`config.mk`:
```
export PLATFORM = sky130hd
export DESIGN_NAME = issue_dispatch_queue
export DESIGN_NICKNAME = d
export VERILOG_FILES = /design/src/rtl/issue_dispatch_queue.sv
export SDC_FILE = /design/constraint.sdc
export NUM_CORES = 2
export LEC_CHECK = 0
export BUFFER_PORTS_ARGS = -buffer_cell sky130_fd_sc_hd__buf_4
export CAP_MARGIN = 20
export CORE_ASPECT_RATIO = 0.8
export CORE_MARGIN = 5
export CORE_UTILIZATION = 63
export DETAILED_ROUTE_END_ITERATION = 10
export PLACE_DENSITY = 0.86
export SKIP_CTS_REPAIR_TIMING = 1
export SYNTH_ARGS = -nofsm -noshare
export SYNTH_HDL_FRONTEND = slang
export SYNTH_SLANG_ARGS = --single-unit
export TNS_END_PERCENT = 20
```
`constraint.sdc`:
```
create_clock -name CLK -period 9.9 [get_ports CLK]
set_input_delay 0.495 -clock CLK [delete_from_list [all_inputs] [get_ports CLK]]
set_output_delay 0.495 -clock CLK [all_outputs]
set_load 0.005 [all_outputs]
```
`src/rtl/issue_dispatch_queue.sv`:
```
// Two-wide in-order issue queue: dual enqueue into a circular buffer, single dispatch to a free class-matched RS.
// Optional IQ_STALL_CNT_EN adds a saturating head-stall cycle counter (STALL_CNT).
module issue_dispatch_queue #(
    parameter int TASK_W = 64,
    parameter int DEPTH  = 16,
    parameter int N_RS   = 2
) (
    input  logic                        CLK,
    input  logic                        RST,
    input  logic                        FLUSH,
    input  logic [1:0]                  ENQ_VALID,
    input  logic [TASK_W-1:0]           ENQ_TASK_0,
    input  logic [TASK_W-1:0]           ENQ_TASK_1,
    input  logic [1:0]                  ENQ_CLASS_0,
    input  logic [1:0]                  ENQ_CLASS_1,
    output logic                        ENQ_READY,
    input  logic [3*N_RS-1:0]           RS_BUSY,
    output logic                        DISP_VALID,
    output logic [TASK_W-1:0]           DISP_TASK,
    output logic [$clog2(3*N_RS)-1:0]   DISP_RS,
    output logic [$clog2(DEPTH+1)-1:0]  COUNT,
    output logic                        FULL
`ifdef IQ_STALL_CNT_EN
    ,
    output logic [31:0]                 STALL_CNT
`endif
);

    localparam int PTR_W = $clog2(DEPTH);
    localparam int CNT_W = $clog2(DEPTH+1);
    localparam int N_TOT = 3*N_RS;
    localparam int RS_W  = $clog2(N_TOT);

    typedef enum logic [1:0] {
        CLS_ALU   = 2'd0,
        CLS_LOAD  = 2'd1,
        CLS_STORE = 2'd2
    } cls_e;

    logic [TASK_W-1:0] task_mem [DEPTH];
    cls_e              cls_mem  [DEPTH];

    logic [PTR_W-1:0]  head, tail, wr_ptr1;
    logic [N_TOT-1:0]  resv_mask;
    logic              enq_fire;
    logic [1:0]        enq_n;
    logic              disp_ok;
    logic [RS_W-1:0]   disp_idx;
    logic [RS_W-1:0]   rs_probe;
    logic [CNT_W-1:0]  count_next;
    cls_e              head_cls;

    function automatic cls_e to_cls(input logic [1:0] c);
        return (c == 2'd3) ? CLS_ALU : cls_e'(c);
    endfunction

    assign ENQ_READY  = (COUNT <= CNT_W'(DEPTH - 2));
    assign enq_fire   = ENQ_READY && (ENQ_VALID != 2'b00);
    assign enq_n      = enq_fire ? ({1'b0, ENQ_VALID[0]} + {1'b0, ENQ_VALID[1]}) : 2'd0;
    assign wr_ptr1    = tail + PTR_W'(ENQ_VALID[0]);
    assign head_cls   = cls_mem[head];
    assign count_next = COUNT + CNT_W'(enq_n) - CNT_W'(disp_ok);

    // Lowest free RS in the head's class, skipping the one dispatched last cycle
    // because its busy bit may not have risen yet.
    always_comb begin
        disp_ok  = 1'b0;
        disp_idx = '0;
        rs_probe = '0;
        for (int unsigned i = 0; i < N_RS; i++) begin
            rs_probe = RS_W'(32'(head_cls) * N_RS + i);
            if ((COUNT != '0) && !disp_ok && !RS_BUSY[rs_probe] && !resv_mask[rs_probe]) begin
                disp_ok  = 1'b1;
                disp_idx = rs_probe;
            end
        end
    end

    always_ff @(posedge CLK) begin
        if (!RST && !FLUSH && enq_fire) begin
            if (ENQ_VALID[0]) begin
                task_mem[tail] <= ENQ_TASK_0;
                cls_mem[tail]  <= to_cls(ENQ_CLASS_0);
            end
            if (ENQ_VALID[1]) begin
                task_mem[wr_ptr1] <= ENQ_TASK_1;
                cls_mem[wr_ptr1]  <= to_cls(ENQ_CLASS_1);
            end
        end
    end

    always_ff @(posedge CLK) begin
        if (RST) begin
            head       <= '0;
            tail       <= '0;
            COUNT      <= '0;
            FULL       <= 1'b0;
            DISP_VALID <= 1'b0;
            DISP_TASK  <= '0;
            DISP_RS    <= '0;
            resv_mask  <= '0;
        end else if (FLUSH) begin
            head       <= '0;
            tail       <= '0;
            COUNT      <= '0;
            FULL       <= 1'b0;
            DISP_VALID <= 1'b0;
            resv_mask  <= '0;
        end else begin
            tail       <= tail + PTR_W'(enq_n);
            if (disp_ok) begin
                head      <= head + PTR_W'(1);
                DISP_TASK <= task_mem[head];
                DISP_RS   <= disp_idx;
            end
            DISP_VALID <= disp_ok;
            resv_mask  <= disp_ok ? (N_TOT'(1) << disp_idx) : '0;
            COUNT      <= count_next;
            FULL       <= (count_next == CNT_W'(DEPTH));
        end
    end

`ifdef IQ_STALL_CNT_EN
    // A flush cycle is not a stall: the queue is being discarded, not blocked.
    always_ff @(posedge CLK) begin
        if (RST)
            STALL_CNT <= '0;
        else if (!FLUSH && (COUNT != '0) && !disp_ok && (STALL_CNT != '1))
            STALL_CNT <= STALL_CNT + 32'd1;
    end
`endif

endmodule

```
Yosys cells after proc, flatten, opt, wreduce, memory -nomap -nowiden --
Memories as Yosys holds them, arrays and structs flattened. A register that Yosys moved wholly into a read port is not among the register bits. Cells that the tools add are included.
Storage, ports and cells: register bits after elaboration 24, RAM bits 1056, input bits 143, output and inout port bits 75, word-level logic and storage cells 68, memories kept 2
Cells by class: add/sub/neg operators 7, order comparisons 3, eq/ne operators 3, shifts and indexed selects 1, mux-type cells 23, bitwise logic cells 2, reduce and logical (&&, ||, !) cells 20
Memories:
- task_mem | words 16, bits a word 64, rd ports 1, clocked after memory_dff 1, wr ports 2, RTL line 40 | logic [TASK_W-1:0] task_mem [DEPTH];
- cls_mem | words 16, bits a word 2, rd ports 1, clocked after memory_dff 1, wr ports 2, RTL line 41 | cls_e cls_mem [DEPTH];
Operators by type and width (number):
- 1-bit 2-to-1 mux | 12
- 1-bit logical AND | 8
- 3-bit by 4-bit < comparator with 1-bit output, second input constant | 2
- 4-bit 2-to-1 mux | 2
- 1-bit logical NOT | 7
- 1-bit binary-select mux with 3-bit select | 2
- 2-bit 2-to-1 mux | 3
- 3-bit 2-to-1 mux | 2
- 1-bit by 3-bit left shift with 6-bit output, first input constant | 1
- 5-bit by 2-bit adder with 5-bit output | 1
- 5-bit equality test, second input constant | 1
- 5-bit by 4-bit <= comparator with 1-bit output, second input constant | 1
- 5-bit nonzero test | 1
- 5-bit by 1-bit subtractor with 5-bit output | 1
- 4-bit by 1-bit adder with 4-bit output | 1
- 4-bit by 1-bit adder with 4-bit output, second input constant | 1
- 4-bit by 2-bit adder with 4-bit output | 1
- 1-bit binary-select mux with 2-bit select | 2
- 2-bit equality test, second input constant | 2
- 3-bit by 1-bit adder with 3-bit output, second input constant | 1
- 3-bit OR reduction | 1
- 1-bit by 1-bit adder with 2-bit output | 1
- 1-bit inverter | 2
- 2-bit AND reduction | 1
- other kinds (2) | 2

Logic depth before layout (Yosys ltp) --
depth in word-level cells 13, gate-level depth with buffers 19, gate-level depth less buffers 18

Least setup slack after synthesis --
No wires, ideal clock.
path kind register -> register, start point register COUNT[4], end point memory cls_mem[5][0] in the netlist's numbering (enable), library setup time 0.581 ns, arrival time 6.424 ns, data required time 9.319 ns, path slack 2.895 ns, cell stages (with the launch flop) 8, buffers on the path 0, clock period less this slack 7.005 ns, cell sequence dfxtp_1 -> inv_1 -> ha_1 -> and3_1 -> a211oi_1 -> nand3_1 -> or3_1 -> o21ai_0
RTL lines:
- start, declared | RTL line 21 | output logic [$clog2(DEPTH+1)-1:0] COUNT,
- start signal, assigned | RTL line 118 | COUNT <= count_next;
- end, declared | RTL line 41

==> flow_summary.json <==
{
  "setup_ws_ns": 4.44,
  "cts.clk_slew.worst_paths_ns": 0.06,
  "synthCells": 3758,
  "grt_max_degree": 110,
  "post-route-period-util_pct": 55.2,
  "p_leak_uw": 0.0209,
  "hold_viol": 0,
  "syn2layout_area_growth_pct": 10.3,
  "ys_async_sr_fraction_pct": 0,
  "path_delay_family": "simple AND/OR/NAND/NOR gates",
  "drtAntennaViolNets": 0,
  "insertion_delay_ns": 0.72,
  "synthTopCellsByArea": "edfxtp_1, mux2_2, mux4_2",
  "path_cells": "inv_1 -> ha_1 -> and3_1 -> a211oi_1 -> nand3_1 -> nor3_1 -> nand2_4 -> buf_4 -> o21ai_4 -> buf_4",
  "grt_use_total_pct": 30.9,
  "drt_iter0_drc": 4619,
  "final_common_cell": "mux2_2",
  "max_stage_delay_ns": 0.86,
  "die_w_microns": 348,
  "io-pin-count": 218,
  "grt_overflow_total": 0,
  "slew_headroom_pct": 18.4,
  "grt_pass1_wl_microns": 229000,
  "nets": 3922,
  "die_area_sq_um": 97600,
  "setup_tns_ns": 0,
  "synth_top_area_share_pct": 55.1,
  "cts-root-buf": "clkbuf_16",
  "gp_congestion": 0.813,
  "ys_seq_area_share_pct": 58.3,
  "synth_edf_count": 1056,
  "crit_top_cell": "buf_4",
  "worst_ep_arrival_time_ns": 5.78,
  "path_max_fanout": 51,
  "wl_per_cell_microns": 30.3,
  "start_util_pct": 63.3,
  "h-tree-depth": 3,
  "rsz0062_at_grt": "no",
  "start_kind": "register",
  "dr.pass1.iters": 5,
  "ys_warn_count": 0,
  "cp_num_buf_inv": 3,
  "syn_area_sq_um": 57600,
  "critPathKind": "reg -> reg",
  "fmax_ghz": 0.183,
  "crit_path_end_kind": "register",
  "mostFrequentLayoutCells": "mux2_2, edfxtp_1, buf_4",
  "drc": 0,
  "setup_viol": 0,
  "synth.distinct_cells": 53,
  "synth.largest_area_cell": "edfxtp_1",
  "hold_path_class": "in -> reg",
  "layout-drive-gt1-share_pct": 45.9,
  "first_global_vias": 35673,
  "dp_hpwl_microns": 82900,
  "syn-num-nets": 3919,
  "max-cap-violations": 0,
  "core_area_sq_um": 90900,
  "antenna_found_initial": 11,
  "min_period_ns": 5.46,
  "drv_slew": 0,
  "cts_sinks": 1148,
  "wl_microns": 154000,
  "crit_required_ns": 10.22,
  "die_h_microns": 280,
  "fin_skew_ns": 0.0469,
  "place_ws_ns": 4.61,
  "fp-row-count": 99,
  "ys_ff_latch": 1148,
  "synth_flop_cell": "edfxtp_1",
  "outcome": "complete, no violations",
  "cts_tree": "done",
  "critPathSlowestCell": "nor3_1",
  "syn_avg_cell_area_sq_um": 15.3,
  "portBuffers": 217,
  "numCtsBuffers": 114,
  "ir_worst_vdd_v": 0.000166,
  "worst_slew_pin_slew_ns": 1.22,
  "vias": 35305,
  "p_per_area_nw_per_um2": 187,
  "vias_per_cell": 6.95,
  "cts_buffer_depth": 3
}
power breakdown:
group	switching [uW]	leakage [uW]	total (uW)	internal [uW]
logic	1060	0.00884	2170	1110
registers	114	0.0103	5560	5440
clock network	1870	0.00176	4170	2300
total	3050	0.0209	11900	8850
through the flow:
step           hold WS, ns  utilization, %  cells  power, uW  instance area (sq um)
2_1_floorplan        0.533               -   3758       7190                  57600
3_3_place_gp         0.560            65.9   4857       7760                  59900
3_5_place_dp         0.558            65.9   4857       7810                  59900
4_1_cts             0.0857            69.8   5072      11900                  63500
5_1_grt              0.131            69.9   5074      12300                  63500
6_report             0.112            69.9   5078      11900                  63500
synthesized netlist by cell type, types with 2 or more instances:
| cell | instances |
|---|---|
| inv_1 | 22 |
| and3_1 | 3 |
| xnor2_1 | 3 |
| buf_4 | 6 |
| and2_1 | 10 |
| nand3_1 | 7 |
| nor3_1 | 2 |
| a211oi_1 | 2 |
| edfxtp_1 | 1056 |
| nand2_1 | 62 |
| o2bb2ai_1 | 2 |
| a2111o_1 | 2 |
| or2_2 | 4 |
| mux2i_1 | 204 |
| a22o_1 | 2 |
| o21ai_1 | 2 |
| buf_2 | 50 |
| buf_6 | 3 |
| nor2_1 | 33 |
| nand2b_1 | 10 |
| a22oi_1 | 66 |
| fa_1 | 2 |
| mux2i_4 | 2 |
| ha_1 | 16 |
| a21oi_1 | 137 |
| or3_1 | 3 |
| mux2_2 | 1148 |
| buf_1 | 85 |
| mux4_2 | 133 |
| nor2b_1 | 74 |
| o21ai_0 | 173 |
| o22ai_1 | 3 |
| xor2_1 | 3 |
| nand4_1 | 3 |
| o21bai_1 | 7 |
| dfxtp_1 | 92 |
| clkbuf_1 | 240 |
| a221oi_1 | 66 |
| mux2_4 | 6 |
per-layer routing:
layer,track usage [%],up-vias,part of all wire [%]
met5,0,-,0.038
met4,9.35,10,3.2
met3,7.25,351,11
met2,49.5,2250,47
met1,42.8,17947,38
li1,-,14747,-
cell families (layout without fill, tap and decap cells):
| group | count (synthesis) | after routing | synth area share, % |
|---|---|---|---|
| multiplexers | 1495 | 1495 | 31.5 |
| flip-flops | 1148 | 1148 | 58.3 |
| AO/OA/AOI/OAI | 469 | 469 | 4.95 |
| buffers and inverters | 406 | 508 | 2.83 |
| AND/OR/NAND/NOR | 216 | 216 | 1.94 |
| adder cells (fa/ha/maj) | 18 | 18 | 0.417 |
| XOR/XNOR | 6 | 6 | 0.0913 |
| other | 0 | 6 | 0 |
sequential cells by signal, indices dropped and copies added (netlist names), named ones only:
| signal | count |
|---|---|
| COUNT | 5 |
| DISP_RS | 3 |
| DISP_TASK | 64 |
| DISP_VALID | 1 |
| FULL | 1 |
| cls_mem | 32 |
| head | 4 |
| resv_mask | 6 |
| tail | 4 |
| task_mem | 1024 |
tightest hold or removal path, cell delays in order:
cell     delay, ns
buf_4         0.10
or3_1         0.11
mux2i_1       0.06
path summary, 6_finish.rpt:
kind                            from                        end  slack (ns)  cells after the start
min                            FLUSH       head[0]$_SDFFE_PP0N_        0.11                      3
min reg2reg  DISP_RS[2]$_SDFFE_PP0P_    DISP_RS[2]$_SDFFE_PP0P_        0.58                      2
max reg2reg      COUNT[4]$_SDFF_PP0_  task_mem[6][19]$_DFFE_PP_        4.44                     10
max              COUNT[4]$_SDFF_PP0_  task_mem[6][19]$_DFFE_PP_        4.44                     10
layout make-up:
cell class / count / area, sq um
diodes: 6 / 15.0
clock buffers: 161 / 3210
clock inverters: 54 / 368
fillers: 5853 / 27400
inverters: 22 / 82.6
multi-input cells: 2204 / 22700
flip-flops and latches: 1148 / 33600
well taps: 1212 / 1520
repair buffers: 271 / 2080
Note: power is estimated with default switching activity, not from simulation.
